**config.mk**
```make
export PLATFORM = sky130hd
export DESIGN_NAME = fetch_sequencer
export DESIGN_NICKNAME = d
export VERILOG_FILES = /design/src/rtl/fetch_sequencer.sv
export SDC_FILE = /design/constraint.sdc
export NUM_CORES = 1
export LEC_CHECK = 0
export ABC_AREA = 1
export BUFFER_PORTS_ARGS = -buffer_cell sky130_fd_sc_hd__buf_4
export CAP_MARGIN = 30
export CORE_MARGIN = 5
export CORE_UTILIZATION = 50
export CTS_BUF_LIST = sky130_fd_sc_hd__clkbuf_16
export DETAILED_ROUTE_END_ITERATION = 7
export PLACE_DENSITY = 0.82
export SKIP_LAST_GASP = 1
export SLEW_MARGIN = 10
export SYNTH_ARGS = -nofsm -noshare
export SYNTH_HDL_FRONTEND = slang
export SYNTH_SLANG_ARGS = --single-unit
```
**constraint.sdc**
```tcl
create_clock -name clk -period 1.65 [get_ports clk]
set_clock_uncertainty 0.1 [all_clocks]
set_input_delay 0.2475 -clock clk [delete_from_list [all_inputs] [get_ports clk]]
set_output_delay 0.2475 -clock clk [all_outputs]
set_load 0.03 [all_outputs]
```
**src/rtl/fetch_sequencer.sv**
```systemverilog
// fetch_sequencer: F-stage program counter for the five-stage MIPS pipeline.
// Chooses the next fetch address (exception entry, eret return, stall hold,
// D-stage redirect, or PC+4), registers it, and tags the fetched word with
// delay-slot and fetch-address-error status for the F/D register.
//
// Handshake note: there is no valid/ready pair here. The hazard unit's
// stall freezes F; every other input is sampled on each rising edge, and
// f_kill/f_adel/f_valid/f_exc_code are same-cycle functions of the inputs
// and of f_pc.
module fetch_sequencer #(
    parameter logic [31:0] RESET_PC = 32'h0000_3000,
    parameter logic [31:0] EXC_PC   = 32'h0000_4180,
    parameter logic [31:0] IM_BASE  = 32'h0000_3000,
    parameter logic [31:0] IM_LIMIT = 32'h0000_6ffc
) (
    input  logic        clk,
    input  logic        reset,
    input  logic        stall,
    input  logic        req,
    input  logic        d_redirect,
    input  logic [31:0] d_target,
    input  logic        eret_d,
    input  logic [31:0] epc,
    input  logic        f_is_ctrl,
    output logic [31:0] f_pc,
    output logic        f_bd,
    output logic        f_valid,
    output logic        f_kill,
    output logic        f_adel,
    output logic [4:0]  f_exc_code,
    output logic [1:0]  state
);

    localparam logic [1:0] RUN  = 2'd0;
    localparam logic [1:0] EXC  = 2'd1;
    localparam logic [1:0] ERET = 2'd2;

    logic [1:0]  state_q, state_d;
    logic [31:0] pc_q, pc_d;
    logic        bd_q, bd_d;
    logic        req_take;
    logic        eret_take;
    logic [32:0] base_diff;
    logic [32:0] limit_diff;

    // CP0 may keep Req high while M drains, so it is ignored during EXC.
    assign req_take  = req & (state_q != EXC);
    assign eret_take = eret_d & ~stall & ~req_take;

    // Borrow-out of the subtraction tells us which side of the bound f_pc is.
    assign base_diff  = {1'b0, pc_q} - {1'b0, IM_BASE};
    assign limit_diff = {1'b0, IM_LIMIT} - {1'b0, pc_q};

    // State, PC and delay-slot registers; reset is asynchronous.
    always_ff @(posedge clk or posedge reset) begin
        if (reset) begin
            state_q <= RUN;
            pc_q    <= RESET_PC;
            bd_q    <= 1'b0;
        end else begin
            state_q <= state_d;
            pc_q    <= pc_d;
            bd_q    <= bd_d;
        end
    end

    // Next-PC selection in priority order: exception, eret, stall, redirect, PC+4.
    always_comb begin
        state_d = RUN;
        pc_d    = pc_q;
        bd_d    = bd_q;
        if (req_take) begin
            state_d = EXC;
            pc_d    = EXC_PC;
            bd_d    = 1'b0;
        end else if (eret_take) begin
            state_d = ERET;
            pc_d    = epc;
            bd_d    = 1'b0;
        end else if (stall) begin
            // EXC and ERET are one-cycle states, so only RUN is really held.
            state_d = RUN;
        end else if (d_redirect) begin
            pc_d = d_target;
            bd_d = 1'b0;
        end else begin
            pc_d = pc_q + 32'd4;
            bd_d = f_is_ctrl;
        end
    end

    // Combinational status for the word currently in F.
    always_comb begin
        f_pc       = pc_q;
        f_bd       = bd_q;
        state      = state_q;
        f_kill     = eret_take;
        f_adel     = (pc_q[1:0] != 2'b00) | base_diff[32] | limit_diff[32];
        f_valid    = ~f_adel;
        f_exc_code = f_adel ? 5'd4 : 5'd0;
    end

endmodule

```
==> reports/results.txt <==
Outcome: finished with violations
Violations in the final reports: negative setup slack
Deepest clock path buffer count: 2
Synth Area in Adders: 0.430%
CP startpoint: f_pc[13]
Final GP Congestion: 0.951
MaxCap Viol Count: 0
Total number of vias: 3857
Final Hold Vio Count: 0
XOR/XNOR Fraction of Synth Area: 1.51%
Via count of the first global-routing pass: 3786
Period utilisation layout: 110%
Gr usage total: 30.0%
Register area share after synthesis: 30.2%
Die span in x: 86.3 µm
Netlist cell types: 27
Max frequency: 551 MHz
PwrDens: 764 mW/mm²
DR pass1 iterations: 5
Overflow after GRT: 0
LEAKAGE: 2.24 nW
RSZ-0062 raised after global routing: yes
Worst EP arrival: 1470 ps
Setup_tns: -1200 ps
TritonCTS buffer count: 5
Tmin final: 1810 ps
Slew HR: 65.7%
Hold path startpoint: f_is_ctrl
Clk_lat worst skew: 290 ps
HPWL after DPL: 8100 µm
CTS tree: done
VDD IR-drop max: 0.567 mV
Post-synthesis mux area share: 0%
Endpoints failing setup: 18
Post-Syn Instances: 494
Share of cells above drive strength 1: 37.3%
Diode count: 0
# DRC: 0
Io pins: 114
Total wire length: 11300 µm
Simple-gate share of the synthesized area: 45.1%
Reg-to-reg startpoint: f_pc[13]
Compound-Gate Fraction of Synth Area: 12.9%
Syn Area/Cell: 5.89 µm²
Die Ht: 86.3 µm
Synth Cell Area: 0.00291 mm²
Setup WS post-layout: -165 ps
Clock-pin slew on the worst setup and hold paths: 60 ps
Syn-to-layout area delta: 55.8%
Largest family of logic cells by synthesized area: simple AND/OR/NAND/NOR gates
Worst setup EP type: primary output
Worst Tran Pin Value: 515 ps
Initial DRC Count: 348
Cell Rows: 27
Antenna Nets Post-Route: 0
Initial core utilization: 52.2%
Startpoint types: flip-flop
First-pass GRT wire length: 17800 µm
Crit Path Category: flip-flop to primary output
Final Instance Area: 0.00453 mm²
CTS H-tree depth: 2
Root buf cell: clkbuf_16
Hold crit path type: input port to flip-flop
Initial antenna violation count: 0
Syn. warnings: 0
Port buffer count: 109
Slew Limit Fails: 0
Core footprint: 0.00557 mm²
Worst-path maximum fanout: 3
Worst EP required: 1300 ps
Hold Slack: 108 ps
WL per Instance: 15.8 µm
Seq cells post-synth: 35
NumNets Final: 715
Clk sink count: 35
Area after DPL: 0.00400 mm²
Die ar.: 0.00744 mm²
Largest net degree at the start of global routing: 36
DR vias/cell: 5.39
synthesized netlist by cell type, drive strengths merged:
cell type    n  share of area (%)
dfrtp       33                 28
nand4        5                1.1
clkinv       1               0.13
a211oi       1               0.26
dfstp        2                1.8
o21ai       32                5.5
nor3         1               0.17
nand3       38                6.5
a21o         1               0.26
a21oi       32                5.5
clkbuf      11                1.4
nor2       104                 15
ha           1               0.43
o2111ai      1               0.30
o22ai        5                1.1
conb         1               0.13
buf         11                2.5
xnor2        1               0.30
inv         44                5.7
nand2      165                 22
xor2         4                1.2
cell type report:
| type | instances | area [µm²] |
|---|---|---|
| Clock buffer | 5 | 125 |
| Clock inverter | 3 | 67.6 |
| Fill cell | 424 | 1040 |
| Inverter | 45 | 169 |
| Multi-Input combinational cell | 395 | 1950 |
| Sequential cell | 35 | 892 |
| Tap cell | 72 | 90.1 |
| Timing Repair Buffer | 161 | 1230 |
worst paths after layout:
| path | to | slack (ps) | depth (start not counted) |
|---|---|---|---|
| worst max register to register | f_pc[26] | -100 | 11 |
| worst min-delay path | f_bd | 110 | 3 |
| worst max-delay path | f_valid | -160 | 6 |
| max in group asynchronous | f_pc[22] | 510 | 4 |
| min in group asynchronous | f_pc[21] | 520 | 4 |
| worst min register to register | f_bd | 410 | 2 |
sequential cells by signal, indices dropped and copies added, names as in the netlist:
signal / cells
state: 2
f_bd: 1
f_pc: 32
report_power, final:
group          total, mW  switching [mW]  internal, mW  leakage [nW]
registers           1.04          0.0993         0.943         0.434
logic               1.14           0.664         0.477          1.71
clock network       1.28           0.410         0.867        0.0900
total               3.46            1.17          2.29          2.24
cell usage in the layout (no fill, tap or decap), types with 6 or more instances in the layout:
master | netlist | layout
o21ai_0 | 30 | 26
inv_2 | 0 | 7
nand2_1 | 160 | 152
nor2_2 | 6 | 12
nand3_2 | 0 | 8
dfrtp_1 | 33 | 22
a21oi_1 | 32 | 27
inv_1 | 44 | 37
o21ai_1 | 2 | 6
nand3_1 | 38 | 29
nor2_4 | 5 | 11
nor2_1 | 93 | 81
dfrtp_2 | 0 | 11
nand2_2 | 3 | 10
buf_4 | 7 | 155
cells by family (layout without fill, tap and decap cells):
group,count (synthesis),after routing
other,1,4
xor gates and xnor gates,5,5
DFF,35,35
and+or+nand+nor,313,313
AOI/OAI and AO/OA,72,72
buffers and inverters,67,214
adders and majority gates,1,1
critical path, cell delays in order, from the launching register on:
cell	delay (ps)
dfstp_2	570
nand2_2	110
o2111ai_4	220
a21oi_4	60
nand3_4	70
inv_2	40
buf_6	120
per-stage QoR:
| stage | total power [mW] | worst slack (ps) | instances | utilization (%) |
|---|---|---|---|---|
| 6_report | 3.46 | -165 | 716 | 81.3 |
| 5_1_grt | 3.59 | -232 | 716 | 81.3 |
| 4_1_cts | 3.40 | -164 | 712 | 78.6 |
| 3_5_place_dp | 2.07 | -91.2 | 689 | 71.8 |
| 3_3_place_gp | 2.05 | -94.4 | 689 | 71.8 |
| 2_1_floorplan | 1.62 | 1.59 | 497 | - |
routing by layer:
layer  vias to the layer above  part of all wire, %  track usage, %
met1                      1785                   42            38.5
met4                         0                  1.8            8.07
met2                       200                   48            51.7
li1                       1853                    -               -
met5                         -                    0               0
met3                        19                  8.8            5.42
repair_timing:
action | in CTS | in global routing
setup buffers | 14 | 4
pin swaps | 14 | 16
hold endpoints to repair | 25 | 0
endpoints found under the setup margin | 10 | 30
gates cloned | 0 | 0
gates resized for setup | 21 | 43
hold buffers | 1 | 0
Power figures use the tool's default switching activity.
